--- src/rtl/alu_seq_pkg.sv ---
`default_nettype none
// ============================================================================
// Module : alu_seq_pkg
// Shared types and helpers for the nibble-serial add/sub sequencer.
// Rev    : 1.0
// ============================================================================
package alu_seq_pkg;

  typedef enum logic [1:0] {
    IDLE = 2'd0,
    RUN  = 2'd1,
    DONE = 2'd2
  } state_t;

  localparam int NIB_BITS = 4;

  // Index counter width; a single-pass build still needs a 1-bit index.
  function automatic int idx_width(input int nib);
    return (nib > 1) ? $clog2(nib) : 1;
  endfunction

endpackage
`default_nettype wire

--- src/rtl/alu_nibble_cin.sv ---
`default_nettype none
// ============================================================================
// Module : alu_nibble_cin
// Combinational 4-bit adder slice with explicit carry in and carry out.
// Rev    : 1.0
// ============================================================================
module alu_nibble_cin
  import alu_seq_pkg::*;
(
  input  logic [NIB_BITS-1:0] a_i,
  input  logic [NIB_BITS-1:0] b_i,
  input  logic                cin_i,
  output logic [NIB_BITS-1:0] sum_o,
  output logic                cout_o
);

  assign {cout_o, sum_o} = {1'b0, a_i} + {1'b0, b_i} + {{NIB_BITS{1'b0}}, cin_i};

endmodule
`default_nettype wire

--- src/rtl/alu_seq_ctrl.sv ---
`default_nettype none
// ============================================================================
// Module : alu_seq_ctrl
// WIDTH-bit add/sub run one nibble per cycle through a single 4-bit slice.
// Optional: ALU_SEQ_PERF_EN adds a saturating retired-op counter (op_count).
// Rev    : 1.0
// ============================================================================
module alu_seq_ctrl
  import alu_seq_pkg::*;
#(
  parameter int WIDTH = 16
) (
  input  logic             clk,
  input  logic             rst,
  input  logic             in_valid,
  output logic             in_ready,
  input  logic [WIDTH-1:0] a,
  input  logic [WIDTH-1:0] b,
  input  logic             op,
  output logic             out_valid,
  input  logic             out_ready,
  output logic [WIDTH-1:0] result,
  output logic             zero,
  output logic             overflow,
  output logic             carry,
`ifdef ALU_SEQ_PERF_EN
  output logic [15:0]      op_count,
`endif
  output logic             busy
);

  localparam int NIB = WIDTH / NIB_BITS;
  localparam int IW  = idx_width(NIB);
  localparam logic [IW-1:0] LAST_IDX = IW'(NIB - 1);

  state_t               state_q, state_d;
  logic [IW-1:0]        idx_q, idx_d;
  logic                 cin_q, cin_d;
  logic [WIDTH-1:0]     a_q, a_d, bx_q, bx_d, result_q, result_d;
  logic                 zero_q, zero_d, ovf_q, ovf_d, carry_q, carry_d;
  logic [NIB_BITS-1:0]  nib_a, nib_b, nib_sum;
  logic                 nib_cout;

  assign nib_a = a_q[idx_q*NIB_BITS +: NIB_BITS];
  assign nib_b = bx_q[idx_q*NIB_BITS +: NIB_BITS];

  alu_nibble_cin u_nibble (
    .a_i    (nib_a),
    .b_i    (nib_b),
    .cin_i  (cin_q),
    .sum_o  (nib_sum),
    .cout_o (nib_cout)
  );

  always_comb begin
    state_d  = state_q;
    idx_d    = idx_q;
    cin_d    = cin_q;
    a_d      = a_q;
    bx_d     = bx_q;
    result_d = result_q;
    zero_d   = zero_q;
    ovf_d    = ovf_q;
    carry_d  = carry_q;
    case (state_q)
      IDLE: begin
        if (in_valid) begin
          a_d     = a;
          bx_d    = b ^ {WIDTH{op}};
          cin_d   = op;
          idx_d   = '0;
          state_d = RUN;
        end
      end
      RUN: begin
        result_d[idx_q*NIB_BITS +: NIB_BITS] = nib_sum;
        cin_d = nib_cout;
        idx_d = idx_q + IW'(1);
        // Flags come from result_d so the final nibble is included.
        if (idx_q == LAST_IDX) begin
          carry_d = nib_cout;
          ovf_d   = (a_q[WIDTH-1] == bx_q[WIDTH-1]) && (result_d[WIDTH-1] != a_q[WIDTH-1]);
          zero_d  = ~|result_d;
          state_d = DONE;
        end
      end
      DONE: begin
        if (out_ready) state_d = IDLE;
      end
      default: state_d = IDLE;
    endcase
  end

  always_ff @(posedge clk or posedge rst) begin
    if (rst) begin
      state_q  <= IDLE;
      idx_q    <= '0;
      cin_q    <= 1'b0;
      a_q      <= '0;
      bx_q     <= '0;
      result_q <= '0;
      zero_q   <= 1'b0;
      ovf_q    <= 1'b0;
      carry_q  <= 1'b0;
    end else begin
      state_q  <= state_d;
      idx_q    <= idx_d;
      cin_q    <= cin_d;
      a_q      <= a_d;
      bx_q     <= bx_d;
      result_q <= result_d;
      zero_q   <= zero_d;
      ovf_q    <= ovf_d;
      carry_q  <= carry_d;
    end
  end

  assign in_ready  = (state_q == IDLE);
  assign out_valid = (state_q == DONE);
  assign busy      = (state_q != IDLE);
  assign result    = result_q;
  assign zero      = zero_q;
  assign overflow  = ovf_q;
  assign carry     = carry_q;

`ifdef ALU_SEQ_PERF_EN
  logic [15:0] op_cnt_q;

  always_ff @(posedge clk or posedge rst) begin
    if (rst) begin
      op_cnt_q <= '0;
    end else if (out_valid && out_ready && (op_cnt_q != 16'hFFFF)) begin
      op_cnt_q <= op_cnt_q + 16'd1;
    end
  end

  assign op_count = op_cnt_q;
`endif

endmodule
`default_nettype wire

--- config.mk ---
export PLATFORM = sky130hd
export DESIGN_NAME = alu_seq_ctrl
export DESIGN_NICKNAME = d
export VERILOG_FILES = /design/src/rtl/alu_seq_pkg.sv /design/src/rtl/alu_nibble_cin.sv /design/src/rtl/alu_seq_ctrl.sv
export SDC_FILE = /design/constraint.sdc
export NUM_CORES = 1
export LEC_CHECK = 0
export CAP_MARGIN = 20
export CORE_MARGIN = 1
export CORE_UTILIZATION = 40
export DETAILED_ROUTE_END_ITERATION = 7
export GPL_ROUTABILITY_DRIVEN = 0
export PLACE_DENSITY = 0.7
export SKIP_CTS_REPAIR_TIMING = 1
export SLEW_MARGIN = 10
export SYNTH_ARGS = -nofsm -noshare
export SYNTH_HDL_FRONTEND = slang
export SYNTH_SLANG_ARGS = --single-unit
--- constraint.sdc ---
create_clock -name clk -period 2.8 [get_ports clk]
set_input_delay 0.56 -clock clk [delete_from_list [all_inputs] [get_ports clk]]
set_output_delay 0.56 -clock clk [all_outputs]
set_load 0.05 [all_outputs]
==> metrics.md, run 1 <==
| Metric | Value |
|---|---|
| Status | completed |
| HPWL after DPL | 4312 um |
| # diodes | 0 |
| CTS tree | done |
| Fraction of registers with async set/reset | 1.000 |
| Fill cells | 621 |
| Area Overhead vs Synth | 26.82% |
| Mapped Cells | 242 |
| Initial antenna violation count | 0 |
| Maxcap violations | 0 |
| Vias | 1,989 |
| Worst Hold Class | reg -> reg |
| Gr usage total | 0.1691 |
| Placement Cell Area | 0.003547 sq mm |
| Endpoint of the worst hold path | bx_q[11]$_DFFE_PP0P_ |
| First-pass GRT wire length | 9804 um |
| Worst hold path startpoint | bx_q[11]$_DFFE_PP0P_ |
| Setup TNS | 0 ns |
| CP arrival | 2.78 ns |
| Die X | 86.69 um |
| Drt total wl | 5595 um |
| Hold Fails Final Rpt | 0 |
| Vias per inst | 4.997 |
| Most frequent cell after synthesis | dfrtp_1 |
| Count of final setup violators | 0 |
| Post-synth EDFFs | 0 |
| Clk slew on worst S/H paths | 0.10 ns |
| Fin nets | 350 |
| Final Critical Period | 2.589 ns |
| Clk_skew | 0.006595 ns |
| R2r startpoint | idx_q[0]$_DFFE_PP0P_ |
| WHS Path Cells | 2 |
| Starting Density | 0.4177 |
| Initial DRC count | 68 |
| Critical Path Start Type | flip-flop |
| Worst EP required | 2.99 ns |
| Maximum ir drop on the vdd rail | 0.4311 mV |
| Boundary pin count | 59 |
| FP Rows | 30 |
| Register-to-register setup slack | 0.21 ns |
| Worst Path Max Fanout | 17 |
| I/O Buffers | 58 |
| PD cells | 1265 mW/mm^2 |
| Slew @ Worst Pin | 0.8443 ns |
| Layout cells sized above 1 | 0.1589 |
| Worst-skew pair later-pin latency | 0.30 ns |
| Synth Register Bits | 56 |
| Die H | 86.69 um |
| CP Class | reg -> reg |
| Max-slew violations | 0 |
| Synth area leader | dfrtp_1 |
| Slew margin rel. | 0.4357 |
| Largest net degree at the start of global routing | 34 |
| Clock Sinks | 56 |
| R2R cell count | 8 |
| Synth top area cells | dfrtp_1 49%, mux4_2 6.3%, xnor2_1 4.9%, o21ai_0 4.0%, ha_1 3.9% |
| Yosys warning count | 0 |
| Leakage power | 1.550 nW |
| RSZ-0062 raised after global routing | false |
| Wire length per cell | 14.06 um |
| Crit end category | flip-flop |
| Post-Syn Area | 0.002869 sq mm |
| Core Footprint | 0.006869 sq mm |
| Post-route ant nets | 0 |
| Syn Area/Cell | 11.86 sq um |
| Clock root buffer | clkbuf_8 |
| Cell variety after synth | 42 |
| Commonest cells in the netlist | 56 x dfrtp_1, 29 x nand2_1, 23 x o21ai_0 |
| DR pass1 iterations | 4 |
| Post-synthesis sequential area ratio | 0.4884 |
| Final instance area | 0.003638 sq mm |
| Grt total ovfl | 0 |
| Yosys top cell area share | 0.4884 |
| DRC Markers | 0 |
| CTS Buffer Depth | 2 |
| Top FF cell, synth | dfrtp_1 |
| CTS H-tree depth | 2 |
| Crit share post-route | 0.9247 |
| CTS buffer count | 5 |
| Max Freq | 386.2 MHz |
| Syn_nets | 290 |
| Die Area | 0.007515 sq mm |
| Vias in the first global route | 2,040 |
| Worst R2R End | result[15]$_DFFE_PP0P_ |
[layout make-up]
cell class | count | area [sq um] | area share
clock inverters | 1 | 8.758 | 0.002407
inverters | 9 | 33.78 | 0.009285
well taps | 96 | 120.1 | 0.03301
flip-flops and latches | 56 | 1401 | 0.3851
repair buffers | 63 | 630.6 | 0.1733
multi-input cells | 167 | 1361 | 0.3741
clock buffers | 6 | 82.58 | 0.02270
[logic make-up (layout without fill, tap and decap cells)]
| family | after synthesis | in the layout | synth area share |
|---|---|---|---|
| AO/OA/AOI/OAI | 51 | 51 | 0.1169 |
| XOR/XNOR | 18 | 18 | 0.05495 |
| adder cells (fa/ha/maj) | 11 | 11 | 0.05321 |
| buffers and inverters | 19 | 79 | 0.03707 |
| flip-flops | 56 | 56 | 0.4884 |
| multiplexers | 24 | 24 | 0.1348 |
| AND/OR/NAND/NOR | 63 | 63 | 0.1147 |
[worst max path at each step]
stage	endpoint	from	depth (start not counted)
after floorplan	result[15]$_DFFE_PP0P_	idx_q[0]$_DFFE_PP0P_	8
after global placement	result[15]$_DFFE_PP0P_	idx_q[0]$_DFFE_PP0P_	8
after detailed placement	result[15]$_DFFE_PP0P_	idx_q[0]$_DFFE_PP0P_	8
after CTS	result[15]$_DFFE_PP0P_	idx_q[0]$_DFFE_PP0P_	8
after global routing	result[15]$_DFFE_PP0P_	idx_q[0]$_DFFE_PP0P_	8
final	result[15]$_DFFE_PP0P_	idx_q[0]$_DFFE_PP0P_	8
[power breakdown]
| part | switching [mW] | internal [mW] | total (mW) | leakage, nW |
|---|---|---|---|---|
| logic | 1.56 | 1.16 | 2.72 | 0.795 |
| clock network | 0.252 | 0.198 | 0.450 | 0.0473 |
| registers | 0.264 | 1.17 | 1.43 | 0.708 |
[critical path: stages, from the launching register on]
cell and delay (ns):
dfrtp_1 0.38, buf_4 0.26, mux4_2 0.55, ha_1 0.31, a21o_1 0.17, a21oi_2 0.14, xor2_1 0.31, nor2_2 0.11
a22o_2 0.25
[cell usage in the layout (no fill, tap or decap), drive strengths merged]
| master | netlist | routed |
|---|---|---|
| clkdlybuf4s50 | 0 | 58 |
| dfrtp | 56 | 56 |
| nand2 | 30 | 30 |
| o21ai | 25 | 25 |
| xnor2 | 16 | 16 |
| mux2 | 16 | 16 |
| a22o | 12 | 12 |
| ha | 9 | 9 |
| inv | 9 | 9 |
| mux4 | 8 | 8 |
| nor2 | 8 | 8 |
| clkbuf | 3 | 6 |
| nor4 | 5 | 5 |
| nor3 | 5 | 5 |
| buf | 7 | 5 |
| a21oi | 4 | 4 |
| nand2b | 3 | 3 |
| a32o | 3 | 3 |
| nand3 | 3 | 3 |
| nand3b | 3 | 3 |
| xor2 | 2 | 2 |
| a21o | 2 | 2 |
| a31oi | 2 | 2 |
| fa | 2 | 2 |
| and2 | 2 | 2 |
| and2b | 1 | 1 |
| and4bb | 1 | 1 |
| nor3b | 1 | 1 |
| nor2b | 1 | 1 |
| o22ai | 1 | 1 |
| a22oi | 1 | 1 |
| o31ai | 1 | 1 |
| clkinv | 0 | 1 |
[stage by stage]
step	total power, mW	worst slack [ns]	hold slack (ns)	cells	utilization
after floorplan	3.451	0.1656	0.4446	242	-
after global placement	4.113	0.2863	0.4574	391	0.5164
after detailed placement	4.191	0.2236	0.4744	391	0.5164
after CTS	4.642	0.1909	0.4969	398	0.5297
after global routing	4.981	0.06339	0.5077	398	0.5297
final	4.604	0.2107	0.4877	398	0.5297
[registers in the layout, indices dropped and copies added (netlist names)]
name	cells
a_q	16
bx_q	16
carry	1
cin_q	1
idx_q	2
overflow	1
result	16
state_q	2
zero	1
[layer usage]
layer  GRT usage  vias to the layer above  wire (um)  share of wire
met2      0.2792                       54       2722           0.49
met3     0.03333                        4        214          0.038
li1            -                      985          -              -
met5           0                        -          0              0
met4     0.03788                        0         39         0.0070
met1      0.2315                      946       2618           0.47
No activity file was read; power rests on OpenSTA's default activity.
==> inputs of run 2 (changes only) <==
- ABC_AREA: unset -> 1
- ABC_CLOCK_PERIOD_IN_PS: unset -> 2800
==> run 2 against run 1 <==
  * Non-clock buffer count is 6 higher
  * Routed wire length grew 26%
  * First-iteration DRC count is 130% higher
  * Critical path depth grew 8
==> metrics.md, run 2 <==
| Metric | Value |
|---|---|
| Post-synth EDFFs | 0 (unchanged) |
| Critical path buffer and inverter count | 2 (+1) |
| Status | completed |
| Hold Fails Final Rpt | 0 (unchanged) |
| CTS Buffer Depth | 2 (unchanged) |
| DRC Markers | 0 (unchanged) |
| Delay-heaviest family, CP | adder cells |
| Final Critical Period | 2.638 ns (+0.04917 ns) |
| Count of final setup violators | 0 (unchanged) |
| DR pass1 iterations | 4 (unchanged) |
| Worst Path Max Fanout | 8 (-9) |
| Syn Area/Cell | 7.639 sq um (-36%) |
| Core Footprint | 0.007292 sq mm (+6.2%) |
| Clock root buffer | clkbuf_8 |
| Slew @ Worst Pin | 0.5205 ns (-0.3238 ns) |
| Initial antenna violation count | 0 (unchanged) |
| Critical-path top delay cell | fa_1 |
| Highest-count cells in the layout ignoring fill and taps | 133 x nand2_1, 58 x clkdlybuf4s50_1, 56 x dfrtp_1 |
| Worst EP required | 3.01 ns (+0.02 ns) |
| Post-route ant nets | 0 (unchanged) |
| CP arrival | 2.85 ns (+0.07 ns) |
| Die Area | 0.007954 sq mm (+5.8%) |
| Die H | 89.19 um (+2.9%) |
| Synth area leader | dfrtp_1 |
| Syn_nets | 446 (+54%) |
| CTS H-tree depth | 2 (unchanged) |
| Post-Syn Area | 0.003040 sq mm (+6.0%) |
| CP max stage delay | 0.44 ns (-0.11 ns) |
| Layout cells sized above 1 | 0.06100 (-0.09794) |
| Clk_skew | 0.004632 ns (-0.001963 ns) |
| WHS Path Cells | 2 (unchanged) |
| Yosys top cell area share | 0.4609 (-0.02754) |
| Register-to-register setup slack | 0.16 ns (-0.05 ns) |
| I/O Buffers | 58 (unchanged) |
| Cell variety after synth | 25 (-40%) |
| Fraction of registers with async set/reset | 1.000 (unchanged) |
| Initial DRC count | 157 (+130%) |
| Area Overhead vs Synth | 27.78% |
| Maxcap violations | 0 (unchanged) |
| Worst Hold Class | reg -> reg |
| Crit end category | flip-flop |
| Maximum ir drop on the vdd rail | 0.4044 mV (-6.2%) |
| Mapped Cells | 398 (+64%) |
| Critical Path Start Type | flip-flop |
| Levels on crit path | 16 (+8) |
| Setup crit end | zero$_DFFE_PP0P_ |
| Synth Register Bits | 56 (unchanged) |
| Clock Sinks | 56 (unchanged) |
| Fin nets | 506 (+45%) |
| Placed insts | 550 (+41%) |
| Gr usage total | 0.1970 (+0.02793) |
| Slew margin rel. | 0.6525 (+0.2167) |
| Setup TNS | 0 ns (unchanged) |
| Worst Setup SP | idx_q[0]$_DFFE_PP0P_ |
| Final worst setup slack | 0.1616 ns (-0.04917 ns) |
| Most frequent cell after synthesis | nand2_1 |
| Final instance area | 0.003885 sq mm (+6.8%) |
| WHS | 0.4916 ns (+0.003878 ns) |
| Top FF cell, synth | dfrtp_1 |
| R2R cell count | 16 (+8) |
| Placement Cell Area | 0.003749 sq mm (+5.7%) |
| Post-synthesis sequential area ratio | 0.4609 (-0.02754) |
| Boundary pin count | 59 (unchanged) |
| Crit-path cells | buf_4, o21ai_0, o22ai_2, fa_2, inv_1, fa_1, nor2_2, nand3_1, nand2_1, nor2_1, nand2_1, nor2_1, nand2_1, nor2_1, nand3_1, nand2_1 |
| Commonest non-fill, non-tap cell in the layout | nand2_1 |
| Commonest cells in the netlist | 133 x nand2_1, 56 x dfrtp_1, 44 x nor2_1 |
| Max-slew violations | 0 (unchanged) |
| Number of non-filler instances in the completed layout | 558 (+40%) |
| Vias | 2,694 (+35%) |
| Cell mode on critical path | nand2_1 |
| Total power | 4.899 mW (+6.4%) |
| Worst-skew pair later-pin latency | 0.31 ns (about the same) |
| Max Freq | 379.0 MHz (-1.9%) |
| Largest net degree at the start of global routing | 49 (+44%) |
| Clk slew on worst S/H paths | 0.10 ns (about the same) |
| CP Class | reg -> reg |
| Drt total wl | 7062 um (+26%) |
| Worst slack, placed | 0.1404 ns (-0.08321 ns) |
| R2r startpoint | idx_q[0]$_DFFE_PP0P_ |
| PD cells | 1261 mW/mm^2 (-0.33%) |
| HPWL after DPL | 5472 um (+27%) |
| Leakage power | 1.831 nW (+18%) |
| Yosys warning count | 0 (unchanged) |
| Wire length per cell | 12.66 um (-10%) |
| Starting Density | 0.4170 (-0.0007159) |
| # diodes | 0 (unchanged) |
| Synth top area cells | dfrtp_1 46%, nand2_1 16%, o21ai_0 7.1%, nor2_1 5.4%, xnor2_1 4.6% |
| FP Rows | 31 (+3.3%) |
| Die X | 89.19 um (+2.9%) |
| Vias per inst | 4.828 (-3.4%) |
| Grt total ovfl | 0 (unchanged) |
| Crit share post-route | 0.9423 (+0.01756) |
| CTS tree | done |
| First-pass GRT wire length | 11,900 um (+21%) |
| Worst R2R End | zero$_DFFE_PP0P_ |
| Vias in the first global route | 2,616 (+28%) |
| Fin util | 0.5328 (+0.003083) |
| CTS buffer count | 5 (unchanged) |
run 2: changes by cell type after synthesis, moves of 5 or more:
cell     previous run  this run
nand3_1             3        16
mux4_2              8         0
nor2_1              5        44
o21ai_0            23        43
a22o_1             10         0
buf_2               3         9
inv_1               9        34
nand2_1            29       133
mux2_2              9         0
o22ai_1             1         6
nor4_1              5         0
mux2_4              7         0
run 2: cell families after synthesis:
| family | synth area share |
|---|---|
| AO/OA/AOI/OAI | 0.1185 |
| XOR/XNOR | 0.04609 |
| adder cells (fa/ha/maj) | 0.05021 |
| buffers and inverters | 0.07037 |
| flip-flops | 0.4609 |
| AND/OR/NAND/NOR | 0.2539 |
run 2: layer usage:
metal,vias up,global-route usage,share of wire
li1,1380,-,-
met1,1212,0.2463,0.45
met2,79,0.3289,0.47
met3,23,0.04155,0.050
met4,0,0.08802,0.031
met5,-,0,0
run 2: where the power goes:
group	leakage, nW	total [mW]	internal (mW)	switching (mW)
Clock	0.0552	0.523	0.266	0.257
Sequential	0.702	1.41	1.16	0.250
Combinational	1.07	2.97	1.05	1.91
run 2: worst min-delay path by stage:
stage | start | endpoint | slack [ns]
after floorplan | a_q[10]$_DFFE_PP0P_ | a_q[10]$_DFFE_PP0P_ | 0.44
after global placement | bx_q[7]$_DFFE_PP0P_ | bx_q[7]$_DFFE_PP0P_ | 0.46
after detailed placement | overflow$_DFFE_PP0P_ | overflow$_DFFE_PP0P_ | 0.47
after CTS | overflow$_DFFE_PP0P_ | overflow$_DFFE_PP0P_ | 0.50
after global routing | overflow$_DFFE_PP0P_ | overflow$_DFFE_PP0P_ | 0.51
final | overflow$_DFFE_PP0P_ | overflow$_DFFE_PP0P_ | 0.49
run 2: layout make-up:
type / instances / area [sq um]
repair buffers: 69 / 663.1
clock inverters: 2 / 35.03
clock buffers: 6 / 72.57
inverters: 36 / 137.6
flip-flops and latches: 56 / 1401
multi-input cells: 290 / 1451
well taps: 99 / 123.9
fillers: 737 / 3407
run 2: worst register-to-register path, cell delays in order, from the launching register on:
cell and delay (ns):
dfrtp_1 0.41, buf_4 0.17, o21ai_0 0.20, o22ai_2 0.11
fa_2 0.37, inv_1 0.08, fa_1 0.44, nor2_2 0.18
nand3_1 0.12, nand2_1 0.09, nor2_1 0.04, nand2_1 0.06
nor2_1 0.04, nand2_1 0.05, nor2_1 0.04, nand3_1 0.08
nand2_1 0.05
==> inputs of run 3 (changes only) <==
- ABC_CLOCK_PERIOD_IN_PS: 2800 -> 2400
- clock period: 2.8 -> 2.4 ns (I/O delays scaled with it)
==> run 3 against run 2 <==
  * The run now ends with setup timing left
  * Flip-flop and latch count unchanged
  * Total power increased by 25%
  * Cell count grew 3.8%
  * First-iteration DRC count is 1.9% higher
  * Routed wire length grew 2.9%
  * Worst setup slack got worse by 0.27 ns
  * Clock skew grew 0.0048 ns
  * Die area unchanged
  * Non-clock buffer count grew 22
  * Cell area is 5.4% higher
  * Critical path type unchanged
  * Critical endpoint unchanged
==> metrics.md, run 3 (same netlist as run 2, synthesis figures left out) <==
| Metric | Value |
|---|---|
| Area Overhead vs Synth | 34.65% |
| Leakage power | 1.935 nW (+5.7%) |
| Pint | 3.130 mW (+26%) |
| RSZ-0062 raised after global routing | true |
| Final Critical Period | 2.507 ns (-0.1316 ns) |
| CTS Buffer Depth | 2 (unchanged) |
| Slew margin rel. | 0.6629 (+0.01045) |
| Hold Fails Final Rpt | 0 (unchanged) |
| CP arrival | 2.76 ns (-0.09 ns) |
| Wire length per cell | 12.55 um (-0.80%) |
| Register-to-register setup slack | -0.11 ns (-0.27 ns) |
| Die H | 89.19 um (unchanged) |
| Vias | 2,815 (+4.5%) |
| CP max stage delay | 0.58 ns (+0.14 ns) |
| HPWL after DPL | 5411 um (-1.1%) |
| DR pass1 iterations | 5 (+1) |
| P_sw | 3.010 mW (+24%) |
| Vias per inst | 4.862 (+0.70%) |
| Clock root buffer | clkbuf_8 |
| Fin util | 0.5614 (+0.02865) |
| # diodes | 0 (unchanged) |
| Maxcap violations | 0 (unchanged) |
| Worst EP required | 2.65 ns (-0.36 ns) |
| Post-route ant nets | 0 (unchanged) |
| Critical path buffer and inverter count | 3 (+1) |
| Largest net degree at the start of global routing | 49 (unchanged) |
| First-pass GRT wire length | 11,970 um (+0.64%) |
| Grt total ovfl | 0 (unchanged) |
| Critical-path top delay cell | fa_2 |
| R2R cell count | 16 (unchanged) |
| Crit end category | flip-flop |
| Worst-skew pair later-pin latency | 0.31 ns (about the same) |
| I/O Buffers | 58 (unchanged) |
| Boundary pin count | 59 (unchanged) |
| Status | finished with violations |
| Crit share post-route | 1.044 (+0.1022) |
| Clock power share | 0.080 (-0.027) |
| Worst Hold Class | in -> async |
| Critical Path Start Type | flip-flop |
| Clk slew on worst S/H paths | 0.10 ns (about the same) |
| Slew @ Worst Pin | 0.5040 ns (-0.01650 ns) |
| FP Rows | 31 (unchanged) |
| Logic gate share of total power | 0.653 (+0.048) |
| Die X | 89.19 um (unchanged) |
| Vias in the first global route | 2,729 (+4.3%) |
| WHS | 0.4702 ns (-0.02141 ns) |
| Die Area | 0.007954 sq mm (unchanged) |
| Failing checks | setup timing |
| Layout cells sized above 1 | 0.1333 (+0.07233) |
| Drt total wl | 7269 um (+2.9%) |
| PD cells | 1500 mW/mm^2 (+19%) |
| Clk_skew | 0.009424 ns (+0.004792 ns) |
| Fin nets | 528 (+4.3%) |
| CTS H-tree depth | 2 (unchanged) |
| Core Footprint | 0.007292 sq mm (unchanged) |
| Count of final setup violators | 1 (+1) |
| Final worst setup slack | -0.1068 ns (-0.2684 ns) |
| Clock Sinks | 56 (unchanged) |
| Sw frac | 0.4902 (-0.003306) |
| Crit-path cells | inv_2, buf_6, nand2_1, a32oi_2, inv_1, fa_2, nor2_4, nand2_1, nand2_1, nor2_1, nand2_1, nor2_1, nand2_1, nor2_1, nand3_1, nand2_1 |
| CTS tree | done |
| DRC Markers | 0 (unchanged) |
| Max-slew violations | 0 (unchanged) |
| CTS buffer count | 5 (unchanged) |
| Gr usage total | 0.1972 (+0.0002331) |
| Initial DRC count | 160 (+1.9%) |
| Sequential share of power | 0.267 (-0.021) |
| Worst Path Max Fanout | 8 (unchanged) |
| Delay-heaviest family, CP | simple AND/OR/NAND/NOR gates |
| Max Freq | 398.9 MHz (+5.3%) |
| Commonest non-fill, non-tap cell in the layout | nand2_1 |
| Cell mode on critical path | nand2_1 |
| Maximum ir drop on the vdd rail | 0.5237 mV (+30%) |
| CP Class | reg -> reg |
| Highest-count cells in the layout ignoring fill and taps | 132 x nand2_1, 58 x clkdlybuf4s50_1, 56 x dfrtp_1 |
| Worst slack, placed | -0.1503 ns (-0.2908 ns) |
| Starting Density | 0.4170 (unchanged) |
| Levels on crit path | 16 (unchanged) |
| Initial antenna violation count | 0 (unchanged) |
-- run 3: final timing paths --
kind	start	endpoint
min reg2reg	bx_q[2]$_DFFE_PP0P_	bx_q[2]$_DFFE_PP0P_
max reg2reg	idx_q[0]$_DFFE_PP0P_	zero$_DFFE_PP0P_
min	rst	result[1]$_DFFE_PP0P_
max	idx_q[0]$_DFFE_PP0P_	zero$_DFFE_PP0P_
max in group asynchronous	rst	bx_q[7]$_DFFE_PP0P_
min in group clk	bx_q[2]$_DFFE_PP0P_	bx_q[2]$_DFFE_PP0P_
-- run 3: worst reg2reg max path: cells and delay by family, from the launching register on --
kind / cells / cell delay [ns]
adders and majority gates: 1 / 0.58
DFF: 1 / 0.43
and+or+nand+nor: 11 / 0.79
AOI/OAI and AO/OA: 1 / 0.27
buffers and inverters: 3 / 0.38
-- run 3: power groups by stage --
stage	Sequential (mW)	Clock, mW	Combinational [mW]
after floorplan	1.93	0	2.17
after global placement	1.63	0	3.46
after detailed placement	1.64	0	3.55
after CTS	1.63	0.506	3.56
after global routing	1.69	0.540	4.44
final	1.64	0.492	4.01
-- run 3: per-layer routing --
metal  routed length, um  part of all wire  up-vias  global-route usage
met5                   0                 0        -                   0
met4                 180             0.025        0             0.08658
met3                 292             0.040       14             0.03693
met2                3512              0.48       79              0.3324
met1                3283              0.45     1294              0.2478
li1                    -                 -     1428                   -
-- run 3: area by class of cell --
type | instances | area [sq um]
multi-input combinational | 290 | 1504
inverter | 36 | 135.1
timing repair buffer | 91 | 852.1
tap | 99 | 123.9
sequential | 56 | 1401
clock buffer | 6 | 72.57
fill | 706 | 3198
clock inverter | 1 | 5.005
-- run 3: through the flow --
| step | power [mW] | TNS (ns) | cell area (sq um) | cells |
|---|---|---|---|---|
| floorplan | 4.105 | -0.1346 | 3057 | 398 |
| detailed placement | 5.195 | -0.2552 | 3856 | 562 |
| global route | 6.669 | -1.041 | 4094 | 579 |
| CTS | 5.699 | -0.3827 | 3934 | 569 |
| global placement | 5.097 | -0.08853 | 3856 | 562 |
| finish | 6.140 | -0.1068 | 4094 | 579 |
